--- src/rtl/map_sst_pkg.sv ---
// map_sst_pkg: shared state encoding and address width for the mapper save-state controller.
package map_sst_pkg;
  localparam int SST_ADDR_BITS = 6;
  typedef enum logic [2:0] {
    IDLE,
    SAVE_ADDR,
    SAVE_DATA,
    LOAD_WAIT,
    LOAD_WR,
    FINISH
  } sst_state_e;
endpackage

--- src/rtl/map_sst_ctrl.sv ---
// map_sst_ctrl: streams mapper save-state registers out to a host (save) or back in from it (load).
module map_sst_ctrl
  import map_sst_pkg::*;
#(
  parameter int SST_REGS = 64
) (
  input  logic                     clk,
  input  logic                     rst_n,
  input  logic                     start_save,
  input  logic                     start_load,
  input  logic                     abort,
  output logic                     busy,
  output logic                     done,
  output logic [7:0]               out_data,
  output logic                     out_valid,
  input  logic                     out_ready,
  input  logic [7:0]               in_data,
  input  logic                     in_valid,
  output logic                     in_ready,
  output logic                     sst_enable,
  output logic                     sst_we,
  output logic [SST_ADDR_BITS-1:0] sst_addr,
  output logic [7:0]               sst_data_in,
  input  logic [7:0]               sst_data_out
);
  sst_state_e               state_q;
  logic [SST_ADDR_BITS-1:0] idx_q;
  logic [7:0]               out_data_q;
  logic [7:0]               sst_data_in_q;
  logic                     last;
  assign last = idx_q == SST_ADDR_BITS'(SST_REGS - 1);
  // Abort takes priority over any handshake, so no write or byte is committed on that edge.
  always_ff @(posedge clk) begin
    if (!rst_n) begin
      state_q       <= IDLE;
      idx_q         <= '0;
      out_data_q    <= '0;
      sst_data_in_q <= '0;
    end else if (abort && state_q != IDLE) begin
      state_q <= IDLE;
    end else begin
      case (state_q)
        IDLE: begin
          idx_q   <= '0;
          state_q <= start_save ? SAVE_ADDR : start_load ? LOAD_WAIT : IDLE;
        end
        SAVE_ADDR: begin
          out_data_q <= sst_data_out;
          state_q    <= SAVE_DATA;
        end
        SAVE_DATA: if (out_ready) begin
          idx_q   <= last ? idx_q : idx_q + SST_ADDR_BITS'(1);
          state_q <= last ? FINISH : SAVE_ADDR;
        end
        LOAD_WAIT: if (in_valid) begin
          sst_data_in_q <= in_data;
          state_q       <= LOAD_WR;
        end
        LOAD_WR: begin
          idx_q   <= last ? idx_q : idx_q + SST_ADDR_BITS'(1);
          state_q <= last ? FINISH : LOAD_WAIT;
        end
        default: state_q <= IDLE;
      endcase
    end
  end
  assign sst_enable  = state_q != IDLE;
  assign busy        = sst_enable;
  assign done        = state_q == FINISH;
  assign out_valid   = state_q == SAVE_DATA;
  assign in_ready    = state_q == LOAD_WAIT;
  assign sst_we      = state_q == LOAD_WR;
  assign sst_addr    = sst_enable ? idx_q : '0;
  assign out_data    = out_data_q;
  assign sst_data_in = sst_data_in_q;
endmodule

--- config.mk ---
export PLATFORM = sky130hd
export DESIGN_NAME = map_sst_ctrl
export DESIGN_NICKNAME = d
export VERILOG_FILES = /design/src/rtl/map_sst_pkg.sv /design/src/rtl/map_sst_ctrl.sv
export SDC_FILE = /design/constraint.sdc
export NUM_CORES = 1
export LEC_CHECK = 0
export BUFFER_PORTS_ARGS = -buffer_cell sky130_fd_sc_hd__buf_2
export CAP_MARGIN = 10
export CORE_MARGIN = 8
export CORE_UTILIZATION = 38
export DETAILED_ROUTE_END_ITERATION = 10
export HOLD_SLACK_MARGIN = 0.12
export MAX_ROUTING_LAYER = met4
export PLACE_DENSITY = 0.75
export REMOVE_ABC_BUFFERS = 1
export SYNTH_ARGS = -nofsm -noshare
export SYNTH_HDL_FRONTEND = slang
export SYNTH_SLANG_ARGS = --single-unit
--- constraint.sdc ---
create_clock -name clk -period 1.8 [get_ports clk]
set_input_delay 0.09 -clock clk [delete_from_list [all_inputs] [get_ports clk]]
set_output_delay 0.09 -clock clk [all_outputs]
set_load 0.05 [all_outputs]
## After elaboration in Yosys (flattened, before gate mapping)

Index checks and enable logic that the tools add are counted.

- Add/subtract/negate cells: 1
- Equality and inequality tests: 8
- Muxes and demuxes: 11
- Bitwise logic cells: 2
- Reductions and logical operators: 9

Operator list:

| cell | count |
|---|---|
| $mux 6 | 3 |
| $pmux 6 s3 | 1 |
| $pmux 3 s5 | 1 |
| $mux 3 | 4 |
| $add 6x1->6 const B | 1 |
| $eq 3x2->1 const B | 2 |
| $eq 3x3->1 const B | 2 |
| $eq 6x6->1 const B | 1 |
| $reduce_and 3->1 | 2 |
| $reduce_bool 3->1 | 2 |
| $mux 2 | 2 |
| $reduce_and 2->1 | 2 |
| $eq 3x1->1 const B | 1 |
| $logic_not 3->1 | 1 |
| $ne 2x1->1 const B | 1 |
| $ne 2x2->1 const B | 1 |
| $not 1->1 | 2 |
| $reduce_or 2->1 | 1 |
| $logic_and 1x1->1 | 1 |

- Register bits after elaboration: 25
- Bits of input ports: 23
- Output and inout port bits: 28

## Depth between registers and ports, before layout

- Depth in word-level cells: 4
- Depth in mapped cells: 6
- Gate-level depth less buffers: 5

## Least setup slack after synthesis

Ideal clock, no wire load.

- Path type: register to output
- Start: reg state_q[1]
- End: out sst_addr[0]
- Arrival time: 1.772 ns
- Required time: 1.710 ns
- Path slack: -0.062 ns
- Stages on the path, launching flop included: 6
- Cell sequence: dfxtp_1 -> buf_6 -> or3_1 -> buf_2 -> clkbuf_1 -> and2_1

- Cells in the longest elaborated chain, start to end: 2

RTL lines:

| element | line | source |
|---|---|---|
| start: declaration | map_sst_ctrl.sv:26 | `sst_state_e state_q;` |
| start signal: assignment | map_sst_ctrl.sv:45 | `state_q <= start_save ? SAVE_ADDR : start_load ? LOAD_WAIT : IDLE;` |
| start signal: assignment | map_sst_ctrl.sv:53 | `state_q <= last ? FINISH : SAVE_ADDR;` |
| start signal: assignment | map_sst_ctrl.sv:61 | `state_q <= last ? FINISH : LOAD_WAIT;` |
| $reduce_bool 3->1 | map_sst_ctrl.sv:67 | `assign sst_enable = state_q != IDLE;` |
| net busy | map_sst_ctrl.sv:12 | `output logic busy,` |
| $mux 6 | map_sst_ctrl.sv:73 | `assign sst_addr = sst_enable ? idx_q : '0;` |
| end: declaration | map_sst_ctrl.sv:22 | `output logic [SST_ADDR_BITS-1:0] sst_addr,` |

The timed path passes the listed nets, and every way through them passes these cells.

## Worst setup path in the final report

- Start: reg state_q[2]
- End: out sst_addr[0]

- Cells in the longest elaborated chain, start to end: 2

RTL lines:

| element | line |
|---|---|
| $reduce_bool 3->1 | map_sst_ctrl.sv:67 |
| $mux 6 | map_sst_ctrl.sv:73 |

Every way passes these cells.

==> results_dict.tcl <==
set metrics [dict create \
    status "completed" \
    period_share_pct 94.5 \
    grt_pass1_wl_um 5690 \
    htree_levels 1 \
    fin_util_pct 54.3 \
    timing.fmax_mhz 588 \
    boundaryPins 51 \
    drc 0 \
    critPathMaxFanout 15 \
    rows 21 \
    antenna_found_initial 0 \
    clock_sinks 25 \
    syn2layout_area_growth_pct 39.0 \
    fin_nets 245 \
    clk_latency_ns 0.33 \
    grtUsageTotal_pct 13.4 \
    rsz0062_at_grt "no" \
    cp-start-kind "flop" \
    worst_slack_ns 0.0992 \
    drt_pre_antenna_iters 4 \
    vias_per_cell 4.91 \
    synth_area_um2 1280 \
    grt_max_degree 23 \
    setup-tns-final_ns 0 \
    hold_violations 0 \
    period_minus_slack_ns 1.70 \
    finalSetupViolations 0 \
    ys_warn_count 0 \
    max_cap_violations 0 \
    fp.dieH_um 74.1 \
    cp-end-kind "output pin" \
    crit_required_ns 1.71 \
    cts_tree "built" \
    initial_core_util_pct 39.1 \
    root_buffer "clkbuf_4" \
    netlist_instances 154 \
    clk_path_buf_depth 2 \
    skew_ns 0.0124 \
    portBuffers 50 \
    vdd_drop_max_uv 504 \
    avgSynthCellArea_um2 8.34 \
    clk_pin_slew_worst_paths_ns 0.15 \
    slew_headroom_pct 54.3 \
    gr-total-overflow 0 \
    pre_cts_slack_ns 0.142 \
    cp.arrival_ns 1.61 \
    ys_ff_latch 25 \
    grt_pass1_vias 1277 \
    dp.cells 243 \
    core-area_um2 3280 \
    worstPathCellList "or3_4 -> and2_1 -> buf_2" \
    path_class "flop to output pin" \
    p_leak_nw 0.769 \
    instances_no_fill 266 \
    fp.dieW_um 74.1 \
    cts_buffers 3 \
    crit_path_top_delay_cell "or3_4" \
    place_congestion 0.864 \
    ys_seq_area_share_pct 39.0 \
    postCtsSetupRepairBufs 0 \
    power_density_nw_per_um2 768 \
    n_antenna_cell 0 \
    avgRoutedWirePerCell_um 13.4 \
    dp_hpwl_um 2450 \
    maxSlewViolCount 0 \
    synth_cell_types 39 \
    cpPeakStageDelay_ns 0.47 \
    drt_wl_total_um 3560 \
    hold_class "input pin to flop" \
    dieArea_um2 5490 \
    drt-initial-drc-count 87 \
    vias 1307 \
    worst_pin_slew_ns 0.685 \
    ant_nets 0 \
    drive_gt1_share_pct 29.5 \
]
## area by class of cell
class | instances | area (um2)
Timing Repair Buffer | 74 | 478
Clock inverter | 1 | 7.51
Fill cell | 323 | 1500
Multi-Input combinational cell | 114 | 707
Clock buffer | 3 | 22.5
Inverter | 3 | 11.3
Tap cell | 46 | 57.6
Sequential cell | 25 | 500
## power by group
group          switching [mW]  internal, mW  total (mW)
combinational           0.332         0.175       0.507
sequential             0.0227         0.579       0.602
clock                   0.176        0.0850       0.261
total                   0.531         0.839        1.37
## per-stage QoR
step	cell area [um2]	hold slack, ns	power, mW
6_report	1780	0.132	1.37
5_1_grt	1780	0.162	1.45
4_1_cts	1780	0.122	1.38
3_5_place_dp	1560	0.334	1.07
3_3_place_gp	1560	0.326	1.07
2_1_floorplan	1210	0.226	0.931
## registers in the layout (all words and copies together), names as in the netlist
register,cells
sst_data_in,8
state_q,3
idx_q,6
out_data,8
## logic make-up (layout without fill, tap and decap cells)
group                      Yosys count  count (layout)  synth area share [%]
AOI/OAI and AO/OA                   35              35                  17.3
adders and majority gates            1               1                 0.975
DFF                                 25              25                  39.0
xor gates and xnor gates             1               1                 0.682
muxes                                8               8                  6.24
and+or+nand+nor                     69              69                  29.4
buffers and inverters               15              81                  6.43
## worst max-delay path, delay by kind of cell, from the launching register on
kind | cells | cell delay [ns]
buffers and inverters | 1 | 0.21
flip-flops | 1 | 0.41
AND/OR/NAND/NOR | 2 | 0.66
## cell usage in the layout (no fill, tap or decap), drive strengths merged, types with 2 or more instances in the layout
master / count
nand3b: 2
nand4b: 3
a31oi: 3
inv: 3
clkbuf: 3
nand2: 22
nor2: 16
dlygate4sd3: 19
o211ai: 6
a21oi: 16
o21ai: 2
nand3: 2
or3: 2
a211o: 2
buf: 55
dfxtp: 25
and2: 11
mux2i: 8
## layer usage
| metal | part of all wire [%] | GRT usage, % | wire length [um] |
|---|---|---|---|
| met1 | 43 | 14.1 | 1520 |
| met2 | 47 | 23.5 | 1690 |
| met3 | 8.2 | 3.50 | 290 |
| met4 | 1.8 | 4.21 | 63 |
| met5 | 0 | - | 0 |
## final timing paths
check / to / slack [ns] / cells past startpoint / from
max: sst_addr[0] / 0.1 / 3 / state_q[2]
min: state_q[1] / 0.13 / 4 / in_valid
min reg2reg: out_data[2] / 0.46 / 2 / out_data[2]
max reg2reg: idx_q[2] / 0.16 / 5 / idx_q[0]
## Yosys cell counts
library cell  instances  share of area (%)
dfxtp_1              25                 39
nand2_1              21                6.1
a21oi_1              16                6.2
nor2_1               16                4.7
and2_1               11                5.4
mux2i_1               8                6.2
o211ai_1              6                3.5
clkbuf_1              5                1.5
a31oi_1               3                1.5
buf_2                 3                1.2
inv_1                 3               0.88
nand4b_1              3                2.0
a211o_1               2                1.4
buf_4                 2                1.2
buf_6                 2                1.8
nand3_1               2               0.78
nand3b_1              2                1.2
o21ai_0               2               0.78
or3_1                 2               0.97
a21o_1                1               0.59
a221oi_1              1               0.68
a311oi_1              1               0.68
a41oi_1               1               0.68
and2b_1               1               0.59
and3_2                1               0.59
and4b_1               1               0.78
ha_1                  1               0.97
nand2_2               1               0.49
nand2b_1              1               0.49
nand4_1               1               0.49
nor2b_1               1               0.49
nor3_1                1               0.39
nor3b_1               1               0.59
nor4_4                1                1.7
nor4b_2               1                1.2
o2111ai_1             1               0.68
o31ai_1               1               0.59
or4_1                 1               0.59
xnor2_1               1               0.68
## timing repair
item                                    in CTS  in global routing
endpoints found under the setup margin       6                  6
hold buffers                                19                  0
resized for setup                            1                  1
pin swaps                                    0                  0
endpoints found under the hold margin       19                  0
(Power assumes the default switching activity.)
